`src/rtl/disp_pkg.sv`:
```
// Shared types and constants for the seven-segment scan controller.
package disp_pkg;

    localparam int NUM_DIGITS_DEF = 6;
    localparam int DIGIT_W        = 3;

    typedef enum logic {
        S_BLANK = 1'b0,
        S_ON    = 1'b1
    } scan_state_t;

    typedef logic [3:0] nibble_t;

    // Counter width able to hold the larger of the two terminal counts (min 1 bit).
    function automatic int cnt_width(input int a, input int b);
        int m;
        m = (a > b) ? a : b;
        return (m <= 1) ? 1 : $clog2(m);
    endfunction

endpackage

```
`src/rtl/disp_anode_dec.sv`:
```
// Digit index to active-low one-hot anode drive; all anodes off when not on.
module disp_anode_dec
    import disp_pkg::*;
#(
    parameter int NUM_DIGITS = NUM_DIGITS_DEF
) (
    input  logic                  on,
    input  logic [DIGIT_W-1:0]    idx,
    output logic [NUM_DIGITS-1:0] anode_n
);

    // Out-of-range indices match no bit, so they fall through to all-off.
    always_comb begin
        anode_n = '1;
        if (on) begin
            for (int i = 0; i < NUM_DIGITS; i++) begin
                if (idx == DIGIT_W'(i)) anode_n[i] = 1'b0;
            end
        end
    end

endmodule

```
`src/rtl/disp_scan_ctrl.sv`:
```
// Multiplexed seven-segment scan sequencer with dead-time blanking and a
// frame-synchronous double-buffered display value.
module disp_scan_ctrl
    import disp_pkg::*;
#(
    parameter int NUM_DIGITS = NUM_DIGITS_DEF,
    parameter int ON_CYC     = 100000,
    parameter int BLANK_CYC  = 16
) (
    input  logic                    clk,
    input  logic                    rst_n,
    input  logic                    en,
    input  logic                    lz_en,
    input  logic                    load_valid,
    output logic                    load_ready,
    input  logic [4*NUM_DIGITS-1:0] load_data,
    output logic [2:0]              digit_sel,
    output logic [NUM_DIGITS-1:0]   anode,
    output logic [3:0]              digit_val,
    output logic                    digit_blank,
    output logic                    frame_done
);

    localparam int                 CNT_W      = cnt_width(ON_CYC, BLANK_CYC);
    localparam logic [CNT_W-1:0]   ON_LAST    = CNT_W'(ON_CYC - 1);
    localparam logic [CNT_W-1:0]   BLANK_LAST = CNT_W'(BLANK_CYC - 1);
    localparam logic [DIGIT_W-1:0] SEL_LAST   = DIGIT_W'(NUM_DIGITS - 1);

    scan_state_t                   state_q, state_d;
    logic [CNT_W-1:0]              cnt_q, cnt_d;
    logic [DIGIT_W-1:0]            sel_q, sel_d;
    nibble_t [NUM_DIGITS-1:0]      active_q, active_d;
    nibble_t [NUM_DIGITS-1:0]      shadow_q, shadow_d;
    logic                          pending_q, pending_d;

    logic slot_end, wrap, xfer, commit, upper_zero;

    always_comb begin
        slot_end = (state_q == S_ON) && (cnt_q == ON_LAST);
        wrap     = en && slot_end && (sel_q == SEL_LAST);
        xfer     = load_valid && !pending_q;
        // While disabled there is no frame to tear, so commit right away.
        commit   = pending_q && (wrap || !en);
    end

    // Scan sequencing
    always_comb begin
        state_d = state_q;
        cnt_d   = cnt_q;
        sel_d   = sel_q;
        if (!en) begin
            state_d = S_BLANK;
            cnt_d   = '0;
            sel_d   = '0;
        end else begin
            case (state_q)
                S_BLANK: begin
                    if (cnt_q == BLANK_LAST) begin
                        cnt_d   = '0;
                        state_d = S_ON;
                    end else begin
                        cnt_d = cnt_q + CNT_W'(1);
                    end
                end
                S_ON: begin
                    if (slot_end) begin
                        cnt_d   = '0;
                        state_d = S_BLANK;
                        sel_d   = (sel_q == SEL_LAST) ? '0 : sel_q + DIGIT_W'(1);
                    end else begin
                        cnt_d = cnt_q + CNT_W'(1);
                    end
                end
                default: begin
                    state_d = S_BLANK;
                    cnt_d   = '0;
                end
            endcase
        end
    end

    // Double buffer; ready is low while pending, so commit and load never coincide.
    always_comb begin
        active_d  = active_q;
        shadow_d  = shadow_q;
        pending_d = pending_q;
        if (commit) begin
            active_d  = shadow_q;
            pending_d = 1'b0;
        end else if (xfer) begin
            shadow_d  = load_data;
            pending_d = 1'b1;
        end
    end

    always_ff @(posedge clk or negedge rst_n) begin
        if (!rst_n) begin
            state_q   <= S_BLANK;
            cnt_q     <= '0;
            sel_q     <= '0;
            active_q  <= '0;
            shadow_q  <= '0;
            pending_q <= 1'b0;
        end else begin
            state_q   <= state_d;
            cnt_q     <= cnt_d;
            sel_q     <= sel_d;
            active_q  <= active_d;
            shadow_q  <= shadow_d;
            pending_q <= pending_d;
        end
    end

    // Digit readout and leading-zero suppression
    always_comb begin
        digit_val  = '0;
        upper_zero = 1'b1;
        for (int i = 0; i < NUM_DIGITS; i++) begin
            if (sel_q == DIGIT_W'(i)) digit_val = active_q[i];
            if ((DIGIT_W'(i) >= sel_q) && (active_q[i] != 4'h0)) upper_zero = 1'b0;
        end
        digit_blank = !en || (state_q != S_ON) ||
                      (lz_en && (sel_q != '0) && upper_zero);
    end

    assign load_ready = !pending_q;
    assign frame_done = wrap;
    assign digit_sel  = sel_q;

    disp_anode_dec #(
        .NUM_DIGITS (NUM_DIGITS)
    ) u_anode_dec (
        .on      (state_q == S_ON),
        .idx     (sel_q),
        .anode_n (anode)
    );

endmodule

```
`config.mk`:
```
export PLATFORM = sky130hd
export DESIGN_NAME = disp_scan_ctrl
export DESIGN_NICKNAME = d
export VERILOG_FILES = /design/src/rtl/disp_pkg.sv /design/src/rtl/disp_anode_dec.sv /design/src/rtl/disp_scan_ctrl.sv
export SDC_FILE = /design/constraint.sdc
export NUM_CORES = 1
export LEC_CHECK = 0
export CORE_AREA = 2 2 113 115
export DETAILED_ROUTE_END_ITERATION = 8
export DIE_AREA = 0 0 115 117
export DONT_BUFFER_PORTS = 1
export GPL_ROUTABILITY_DRIVEN = 1
export PLACE_DENSITY = 0.44
export SYNTH_ARGS = -nofsm -noshare
export SYNTH_HDL_FRONTEND = slang
export SYNTH_HIERARCHICAL = 1
export SYNTH_SLANG_ARGS = --single-unit
```
`constraint.sdc`:
```
create_clock -name clk -period 2.35 [get_ports clk]
set_clock_uncertainty 0.2 [all_clocks]
set_input_delay 0.3525 -clock clk [delete_from_list [all_inputs] [get_ports clk]]
set_output_delay 0.3525 -clock clk [all_outputs]
set_load 0.05 [all_outputs]
```
==> flow_metrics.tcl, run 1 <==
set metrics [dict create \
    outcome "finished with violations" \
    violations "setup timing" \
    syn_to_final_growth_pct 36.6 \
    drt_iter0_drc 198 \
    htree_num_levels 3 \
    finalSetupViolations 6 \
    die_x_um 115 \
    diodes 0 \
    p_leak_nw 1.97 \
    critPathSlowestCell "dfrtp_4" \
    avgSynthCellArea_um2 11.0 \
    antenna_found_initial 0 \
    min_period_ns 2.51 \
    p_switching_mw 1.12 \
    finalHoldViolCount 0 \
    syn_nets 359 \
    vias_per_cell 5.27 \
    drv_slew 0 \
    end_kind "primary output" \
    routabilityCongestion 0.814 \
    internal-power_mw 2.66 \
    netlist-cell-type-count 46 \
    max_freq_mhz 398 \
    vias 2870 \
    ant_nets 0 \
    syn_area_um2 3580 \
    r2r_slack_ns 0.11 \
    netSwitchingFraction 0.297 \
    totalWireLength_um 9520 \
    die_h_um 117 \
    min_path_type "in2reg" \
    tightest_slew_ns 0.356 \
    grt_max_degree 71 \
    max_stage_delay_ns 0.50 \
    path_max_fanout 5 \
    clkSinkCount 70 \
    hpwlAfterDp_um 6330 \
    cts_root_buffer "clkbuf_16" \
    first_pass_iters 5 \
    yosys_warnings 6 \
    maxSlewHeadroom 0.761 \
    period_share 1.07 \
    drive_above_1_share 0.296 \
    maxCapViolCount 0 \
    ys_dominant_reg_cell "dfrtp_1" \
    startpoint_type "flip-flop" \
    ys_seq_elements 70 \
    worstPathRequired_ns 1.80 \
    core-area_um2 12300 \
    start_util 0.291 \
    cts.path.max_buffers 2 \
    rsz0062_at_grt "yes" \
    grt_remaining_overflow 0 \
    arrival_ns 1.96 \
    pwr-share-comb 0.224 \
    insertion_delay_ns 0.34 \
    numCtsBuffers 9 \
    io_pins 45 \
    tritoncts "built" \
    grt_use_total 0.151 \
    power_frac_seq 0.431 \
    ir_worst_vdd_v 0.000297 \
    synth_edf_count 0 \
    first_global_vias 2880 \
    fp.dieArea_um2 13500 \
    p_per_area_nw_per_um2 772 \
    worstSetupPathType "reg2out" \
    pwr-share-clk 0.346 \
    p_total_mw 3.78 \
    path_cells "inv_4 > ha_2 > clkinv_2 > buf_4 > o211ai_1 > a32oi_4 > buf_12" \
    async_reset_ff_frac 1.00 \
    netlist_instances 326 \
    row_count 41 \
    wire_per_inst_um 17.5 \
    setup_slack_ns -0.164 \
    ys_seq_area_frac 0.489 \
    place_ws_ns 0.166 \
    io_buffers 0 \
    fin_nets 423 \
    clkSlewWorstSetupHoldPaths_ns 0.05 \
    drc_errors 0 \
    grt_pass1_wl_um 15300 \
]
==> power by group through the flow <==
stage	logic, mW	registers [mW]	clock network [mW]
floorplan	0.584	1.56	0
detailed placement	0.784	1.66	0
global placement	0.774	1.66	0
global route	0.921	1.66	1.40
CTS	0.858	1.64	1.35
finish	0.845	1.63	1.31
==> cells in the final DEF, fill, tap and decap left out, types with 4 or more instances in the layout <==
cell / Yosys / final
a21oi_1: 4 / 4
mux2_2: 24 / 24
xor2_1: 7 / 7
dfrtp_1: 70 / 67
nor4_1: 7 / 6
o21ai_0: 5 / 5
o211ai_1: 8 / 8
clkbuf_16: 0 / 9
nand4_1: 8 / 8
dlygate4sd3_1: 0 / 25
and3_1: 4 / 4
a31oi_1: 5 / 5
a32oi_4: 0 / 4
nor3_1: 18 / 18
nand2_1: 20 / 18
buf_4: 0 / 37
nand3b_1: 4 / 4
and2_1: 25 / 25
a32o_1: 24 / 24
buf_12: 0 / 10
nand3_1: 13 / 12
xnor2_1: 5 / 5
==> metrics by stage <==
step	instance area [um2]	cells	utilization	hold WS, ns	TNS [ns]
after global placement	4220	493	0.343	-0.141	0
final	4900	545	0.398	0.119	-0.675
after global routing	4900	545	0.398	0.113	-1.10
after detailed placement	4220	493	0.343	-0.140	0
after CTS	4860	544	0.395	0.109	-0.858
after floorplan	3730	326	-	-0.143	-0.142
==> repair_timing <==
item	in CTS	in global routing
endpoints found under the hold margin	94	0
setup buffers	8	2
hold buffers	26	0
cloned	1	0
gates resized for setup	6	8
pin swaps	5	10
endpoints found under the setup margin	6	6
==> critical path: cells and delay by family (launching register included) <==
family                     cells  cell delay, ns
adders and majority gates      1            0.20
buffers and inverters          4            0.49
AOI/OAI and AO/OA              2            0.42
DFF                            1            0.50
==> state kept, by name, indices dropped and copies added (netlist names) <==
| name | count |
|---|---|
| shadow_q | 24 |
| active_q | 24 |
| pending_q | 1 |
| digit_sel | 3 |
| state_q | 1 |
| cnt_q | 17 |
==> layer usage <==
layer,track usage,wire (um),part of all wire
met1,0.180,4030,0.42
met2,0.253,4710,0.49
met3,0.0499,574,0.060
met4,0.0635,201,0.021
met5,0,0,0
==> synth_stat cells, drive strengths merged (3+ instances only) <==
library cell	n	share of area
a211oi	3	0.0063
mux2	24	0.075
inv	5	0.0052
o21ai	5	0.0070
and2	25	0.044
nand4	8	0.014
clkbuf	14	0.015
xnor2	5	0.012
xor2	7	0.017
nor3	18	0.025
a32oi	4	0.0098
o211ai	8	0.017
or4	3	0.0063
and4	3	0.0073
or3	3	0.0052
and3	5	0.0091
nand4bb	3	0.0094
dfrtp	70	0.49
a32o	24	0.067
nand3	15	0.024
nand2	20	0.021
nand3b	4	0.0084
nor4	8	0.018
a21oi	4	0.0056
o31ai	3	0.0077
buf	9	0.016
a31oi	5	0.0087
ha	4	0.014
==> path summary, 6_finish.rpt <==
kind,startpoint,endpoint,cells after the start
hold / removal,en,digit_sel[1]$_DFFE_PN0P_,2
hold reg to reg,shadow_q[13]$_DFFE_PN0P_,shadow_q[13]$_DFFE_PN0P_,1
min in group asynchronous,rst_n,shadow_q[11]$_DFFE_PN0P_,2
setup / recovery,digit_sel[0]$_DFFE_PN0P_,digit_val[0],7
max in group asynchronous,rst_n,digit_sel[0]$_DFFE_PN0P_,2
setup reg to reg,cnt_q[14]$_DFF_PN0_,active_q[4]$_DFFE_PN0P_,6
==> logic make-up after synthesis <==
| kind of cell | count (synthesis) | share of synthesized area |
|---|---|---|
| AO/OA/AOI/OAI | 65 | 0.150 |
| AND/OR/NAND/NOR | 122 | 0.205 |
| adder cells (fa/ha/maj) | 4 | 0.0140 |
| multiplexers | 24 | 0.0754 |
| XOR/XNOR | 12 | 0.0293 |
| buffers and inverters | 29 | 0.0370 |
| flip-flops | 70 | 0.489 |
==> final cells by class <==
cell class / count / area, um2
Clock buffer: 11 / 243
Clock inverter: 5 / 42.5
Fill cell: 1191 / 7420
Inverter: 6 / 26.3
Multi-Input combinational cell: 227 / 1860
Sequential cell: 70 / 1760
Tap cell: 150 / 188
Timing Repair Buffer: 75 / 778
Timing Repair inverter: 1 / 3.75
Note: power is estimated with default switching activity, not from simulation.
==> run 2, diff against run 1 <==
--- a/config.mk
+++ b/config.mk
@@ -5,12 +5,13 @@
 export SDC_FILE = /design/constraint.sdc
 export NUM_CORES = 1
 export LEC_CHECK = 0
+export ABC_AREA = 0
 export CORE_AREA = 2 2 113 115
 export DETAILED_ROUTE_END_ITERATION = 8
 export DIE_AREA = 0 0 115 117
 export DONT_BUFFER_PORTS = 1
 export GPL_ROUTABILITY_DRIVEN = 1
-export PLACE_DENSITY = 0.44
+export PLACE_DENSITY = 0.53
 export SYNTH_ARGS = -nofsm -noshare
 export SYNTH_HDL_FRONTEND = slang
 export SYNTH_HIERARCHICAL = 1
==> constraint.sdc (replaced) <==
create_clock -name clk -period 2.6 [get_ports clk]
set_clock_uncertainty 0.2 [all_clocks]
set_input_delay 0.39 -clock clk [delete_from_list [all_inputs] [get_ports clk]]
set_output_delay 0.39 -clock clk [all_outputs]
set_load 0.05 [all_outputs]
==> run 2 against run 1 <==
The flow now finishes without violations. Sequential power shrank 9%. Hold slack gained 0.018 ns. Register-to-register slack gained 0.15 ns. Total power shrank 5.7%. Via count shrank 2.7%. Combinational power shrank 12%. Final area shrank 3.0%. Largest cell class unchanged.
==> flow_metrics.tcl, run 2 (synthesized netlist as in run 1, its figures left out) <==
set metrics [dict create \
    outcome "finished, final reports clean" \
    cts_root_buffer "clkbuf_16" \
    final_cells 526 \
    ff2ff_path_depth 6 \
    io_pins 45 \
    ant_nets 0 \
    worstSetupPathType "reg2out" \
    hpwlAfterDp_um 6050 \
    wire_per_inst_um 17.2 \
    tritoncts "built" \
    grt_use_total 0.146 \
    p_total_mw 3.56 \
    place_area_um2 4020 \
    worstPathRequired_ns 2.01 \
    core-area_um2 12300 \
    row_count 41 \
    min_period_ns 2.49 \
    htree_num_levels 3 \
    r2r_slack_ns 0.26 \
    diodes 0 \
    rsz0062_at_grt "yes" \
    fillers 1205 \
    grt_max_degree 71 \
    finalHoldViolCount 0 \
    die_h_um 117 \
    vias 2793 \
    mostFrequentLayoutCells "68 x dfrtp_1, 25 x and2_1, 25 x dlygate4sd3_1, 24 x mux2_2, 24 x a32o_1" \
    clkSinkCount 70 \
    period_share 0.959 \
    io_buffers 0 \
    first_pass_iters 4 \
    path_max_fanout 15 \
    min_path_cells 2 \
    tightest_slew_ns 0.653 \
    reg2reg_to "active_q[4]$_DFFE_PN0P_" \
    dp.cells 481 \
    layout_commonest_cell "dfrtp_1" \
    grt_remaining_overflow 0 \
    grt_pass1_wl_um 15100 \
    fp.dieArea_um2 13500 \
    finalSetupViolations 0 \
    routabilityCongestion 0.845 \
    arrival_ns 1.90 \
    startpoint_type "flip-flop" \
    fin_area_um2 4750 \
    maxSlewHeadroom 0.564 \
    drv_slew 0 \
    p_per_area_nw_per_um2 750 \
    ir_worst_vdd_v 0.000298 \
    syn_to_final_growth_pct 32.5 \
    first_global_vias 2838 \
    drc_errors 0 \
    holdPathEnd "digit_sel[1]$_DFFE_PN0P_" \
    cts.path.max_buffers 2 \
    clkSlewWorstSetupHoldPaths_ns 0.05 \
    start_util 0.291 \
    reg_top3 "active_q (24), shadow_q (24), cnt_q (17)" \
    fin_nets 405 \
    p_leak_nw 1.88 \
    numCtsBuffers 9 \
    min_path_type "in2reg" \
    die_x_um 115 \
    antenna_found_initial 0 \
    r2r-start "cnt_q[14]$_DFF_PN0_" \
    drt_iter0_drc 176 \
    insertion_delay_ns 0.34 \
    vias_per_cell 5.31 \
    min_from "en" \
    max_freq_mhz 401 \
    totalWireLength_um 9030 \
    drive_above_1_share 0.250 \
    end_kind "primary output" \
    maxCapViolCount 0 \
]
## run 2: changes by cell type in the layout (fill, tap and decap cells not counted), sizes merged
cell	before	now
inv	8	5
clkinvlp	1	0
buf	50	33
bufinv	0	2
## run 2: final cells by class
type / count / area [um2] / share of cell area
clock buffer: 11 / 253 / 0.0532
timing repair buffer: 58 / 612 / 0.129
tap: 150 / 188 / 0.0395
inverter: 6 / 26.3 / 0.00553
multi-input combinational: 227 / 1840 / 0.388
clock inverter: 4 / 70.1 / 0.0148
sequential: 70 / 1760 / 0.370
## run 2: how the worst max path moves through the flow
| stage | from | endpoint | slack [ns] | depth (start not counted) |
|---|---|---|---|---|
| final | digit_sel[0]$_DFFE_PN0P_ | digit_val[0] | 0.11 | 6 |
| after global routing | cnt_q[14]$_DFF_PN0_ | frame_done | -0.007 | 4 |
| after CTS | digit_sel[0]$_DFFE_PN0P_ | digit_val[1] | 0.02 | 8 |
| after detailed placement | digit_sel[1]$_DFFE_PN0P_ | digit_blank | 0.28 | 6 |
| after global placement | digit_sel[0]$_DFFE_PN0P_ | digit_blank | 0.31 | 6 |
| after floorplan | cnt_q[0]$_DFF_PN0_ | frame_done | 0.001 | 4 |
## run 2: worst max-delay path, cell delays in order (launching register included)
cell      delay [ns]
dfrtp_4         0.49
buf_8           0.16
nor2b_4         0.16
o211ai_1        0.18
o211ai_1        0.16
a32oi_4         0.23
buf_12          0.17
## run 2: routing by layer
metal / vias up / global-route usage / part of all wire
met5: - / 0 / 0
met4: 0 / 0.0562 / 0.014
met3: 11 / 0.0469 / 0.051
met2: 58 / 0.235 / 0.49
met1: 1382 / 0.183 / 0.45
li1: 1342 / - / -
## run 2: stage by stage
| stage | worst slack, ns | TNS [ns] | hold slack, ns | utilization |
|---|---|---|---|---|
| 6_report | 0.106 | 0 | 0.137 | 0.386 |
| 5_1_grt | -0.00733 | -0.0136 | 0.158 | 0.386 |
| 4_1_cts | 0.0217 | 0 | 0.101 | 0.380 |
| 3_5_place_dp | 0.279 | 0 | -0.103 | 0.327 |
| 3_3_place_gp | 0.306 | 0 | -0.103 | 0.327 |
| 2_1_floorplan | 0.00100 | 0 | -0.106 | - |
## run 2: timing repair
item	4_1_cts	5_1_grt
hold endpoints to repair	94	0
resized for setup	12	9
setup buffers	2	3
hold buffers	26	0
endpoints found under the setup margin	5	4
pin swaps	3	3
## run 2: where the power goes
part | switching (mW) | internal [mW] | total [mW] | leakage (nW)
clock | 0.456 | 0.883 | 1.34 | 0.161
sequential | 0.180 | 1.30 | 1.48 | 0.877
combinational | 0.332 | 0.409 | 0.742 | 0.842
total | 0.968 | 2.59 | 3.56 | 1.88
==> run 3, diff against run 2 <==
--- a/config.mk
+++ b/config.mk
@@ -11,7 +11,8 @@
 export DIE_AREA = 0 0 115 117
 export DONT_BUFFER_PORTS = 1
 export GPL_ROUTABILITY_DRIVEN = 1
-export PLACE_DENSITY = 0.53
+export PLACE_DENSITY_LB_ADDON = 0.2
+export SETUP_SLACK_MARGIN = 0.05
 export SYNTH_ARGS = -nofsm -noshare
 export SYNTH_HDL_FRONTEND = slang
 export SYNTH_HIERARCHICAL = 1
==> run 3 against run 2 <==
Total power grew 0.77%. Clock-buffer cell count is the same. Cell count grew 0.19%. Non-clock buffer count is the same. Core utilization is essentially flat. Via count grew 1.5%. Worst setup slack lost 0.068 ns. Critical path depth grew 1. Combinational power is essentially flat. Die area is the same. Routed wire length grew 1.9%. Sequential cell count is the same. Largest power group unchanged.
==> flow_metrics.tcl, run 3 (synthesized netlist as in run 1, its figures left out) <==
set metrics [dict create \
    routabilityCongestion 0.871 \
    clkSinkCount 70 \
    rsz0062_at_grt "yes" \
    grt_remaining_overflow 0 \
    drv_slew 0 \
    totalWireLength_um 9200 \
    tightest_slew_ns 0.658 \
    fp.dieArea_um2 13500 \
    ant_nets 0 \
    reg_top3 "active_q (24), shadow_q (24), cnt_q (17)" \
    maxSlewHeadroom 0.560 \
    p_total_mw 3.59 \
    fin_nets 405 \
    fin_tns_setup_ns 0 \
    cts.path.max_buffers 2 \
    worstPathRequired_ns 2.01 \
    period_share 0.985 \
    setup_slack_ns 0.0377 \
    io_pins 45 \
    hpwlAfterDp_um 6150 \
    insertion_delay_ns 0.34 \
    core-area_um2 12300 \
    first_global_vias 2864 \
    p_leak_nw 1.90 \
    arrival_ns 1.97 \
    outcome "finished, final reports clean" \
    tritoncts "built" \
    row_count 41 \
    cts_root_buffer "clkbuf_16" \
    grt_pass1_wl_um 15200 \
    clkSlewWorstSetupHoldPaths_ns 0.06 \
    fillers 1190 \
    drive_above_1_share 0.257 \
    drt_iter0_drc 156 \
    min_period_ns 2.56 \
    finalSetupViolations 0 \
    die_h_um 117 \
    ir_worst_vdd_v 0.000275 \
    max_freq_mhz 390 \
    grt_use_total 0.148 \
    final_cells 527 \
    path_max_fanout 6 \
    syn_to_final_growth_pct 32.4 \
    end_kind "primary output" \
    io_buffers 0 \
    p_per_area_nw_per_um2 757 \
    maxCapViolCount 0 \
    grt_max_degree 71 \
    drc_errors 0 \
    vias 2834 \
    start_util 0.291 \
    startpoint_type "flip-flop" \
    vias_per_cell 5.38 \
    layout_commonest_cell "dfrtp_1" \
    diodes 0 \
    numCtsBuffers 9 \
    worstSetupPathType "reg2out" \
    finalHoldViolCount 0 \
    first_pass_iters 4 \
    dp.cells 480 \
    htree_num_levels 3 \
    die_x_um 115 \
    mostFrequentLayoutCells "67 x dfrtp_1, 25 x and2_1" \
    place_ws_ns 0.260 \
    wire_per_inst_um 17.5 \
    min_path_type "in2reg" \
    antenna_found_initial 0 \
]
run 3: repair_timing:
action                     in CTS  in global routing
hold endpoints to repair       93                  0
pin swaps                       4                  9
gates resized for setup         7                  6
buffers inserted                3                  3
hold buffers                   25                  0
setup endpoints to repair       6                  6
run 3: layout make-up:
| cell class | count | area [um2] | area share |
|---|---|---|---|
| Timing Repair Buffer | 58 | 596 | 0.125 |
| Multi-Input combinational cell | 227 | 1850 | 0.389 |
| Clock buffer | 11 | 253 | 0.0533 |
| Tap cell | 150 | 188 | 0.0395 |
| Inverter | 6 | 25.0 | 0.00527 |
| Clock inverter | 5 | 81.3 | 0.0171 |
| Sequential cell | 70 | 1760 | 0.370 |
run 3: final timing paths:
check | startpoint | to | slack [ns] | cells past startpoint
worst max-delay path | digit_sel[0]$_DFFE_PN0P_ | digit_val[3] | 0.04 | 7
worst min-delay path | load_data[15] | shadow_q[15]$_DFFE_PN0P_ | 0.01 | 1
worst max register to register | cnt_q[14]$_DFF_PN0_ | active_q[10]$_DFFE_PN0P_ | 0.20 | 6
worst min register to register | shadow_q[20]$_DFFE_PN0P_ | shadow_q[20]$_DFFE_PN0P_ | 0.31 | 1
max in group asynchronous | rst_n | digit_sel[0]$_DFFE_PN0P_ | 1.48 | 2
min in group asynchronous | rst_n | active_q[7]$_DFFE_PN0P_ | 0.40 | 2
run 3: layer usage:
metal,GRT usage,part of all wire
met2,0.245,0.49
met3,0.0443,0.042
met1,0.180,0.45
met5,0,0
met4,0.0578,0.016
run 3: critical path, cell delays in order (launching register included):
cell      delay [ns]
dfrtp_4         0.49
buf_6           0.12
nor2b_1         0.11
buf_4           0.15
o211ai_1        0.16
o211ai_1        0.18
a32oi_4         0.25
buf_12          0.17
run 3: metrics by stage:
stage               hold WS [ns]   util  instance area [um2]
CTS                     0.000911  0.382                 4710
floorplan                 -0.106      -                 3690
detailed placement        -0.103  0.329                 4060
finish                    0.0123  0.385                 4750
global placement          -0.103  0.329                 4060
global route             0.00753  0.385                 4750
run 3: power breakdown:
group          total [mW]  internal (mW)  switching (mW)
sequential           1.48           1.30           0.180
combinational       0.743          0.407           0.336
clock                1.36          0.892           0.473
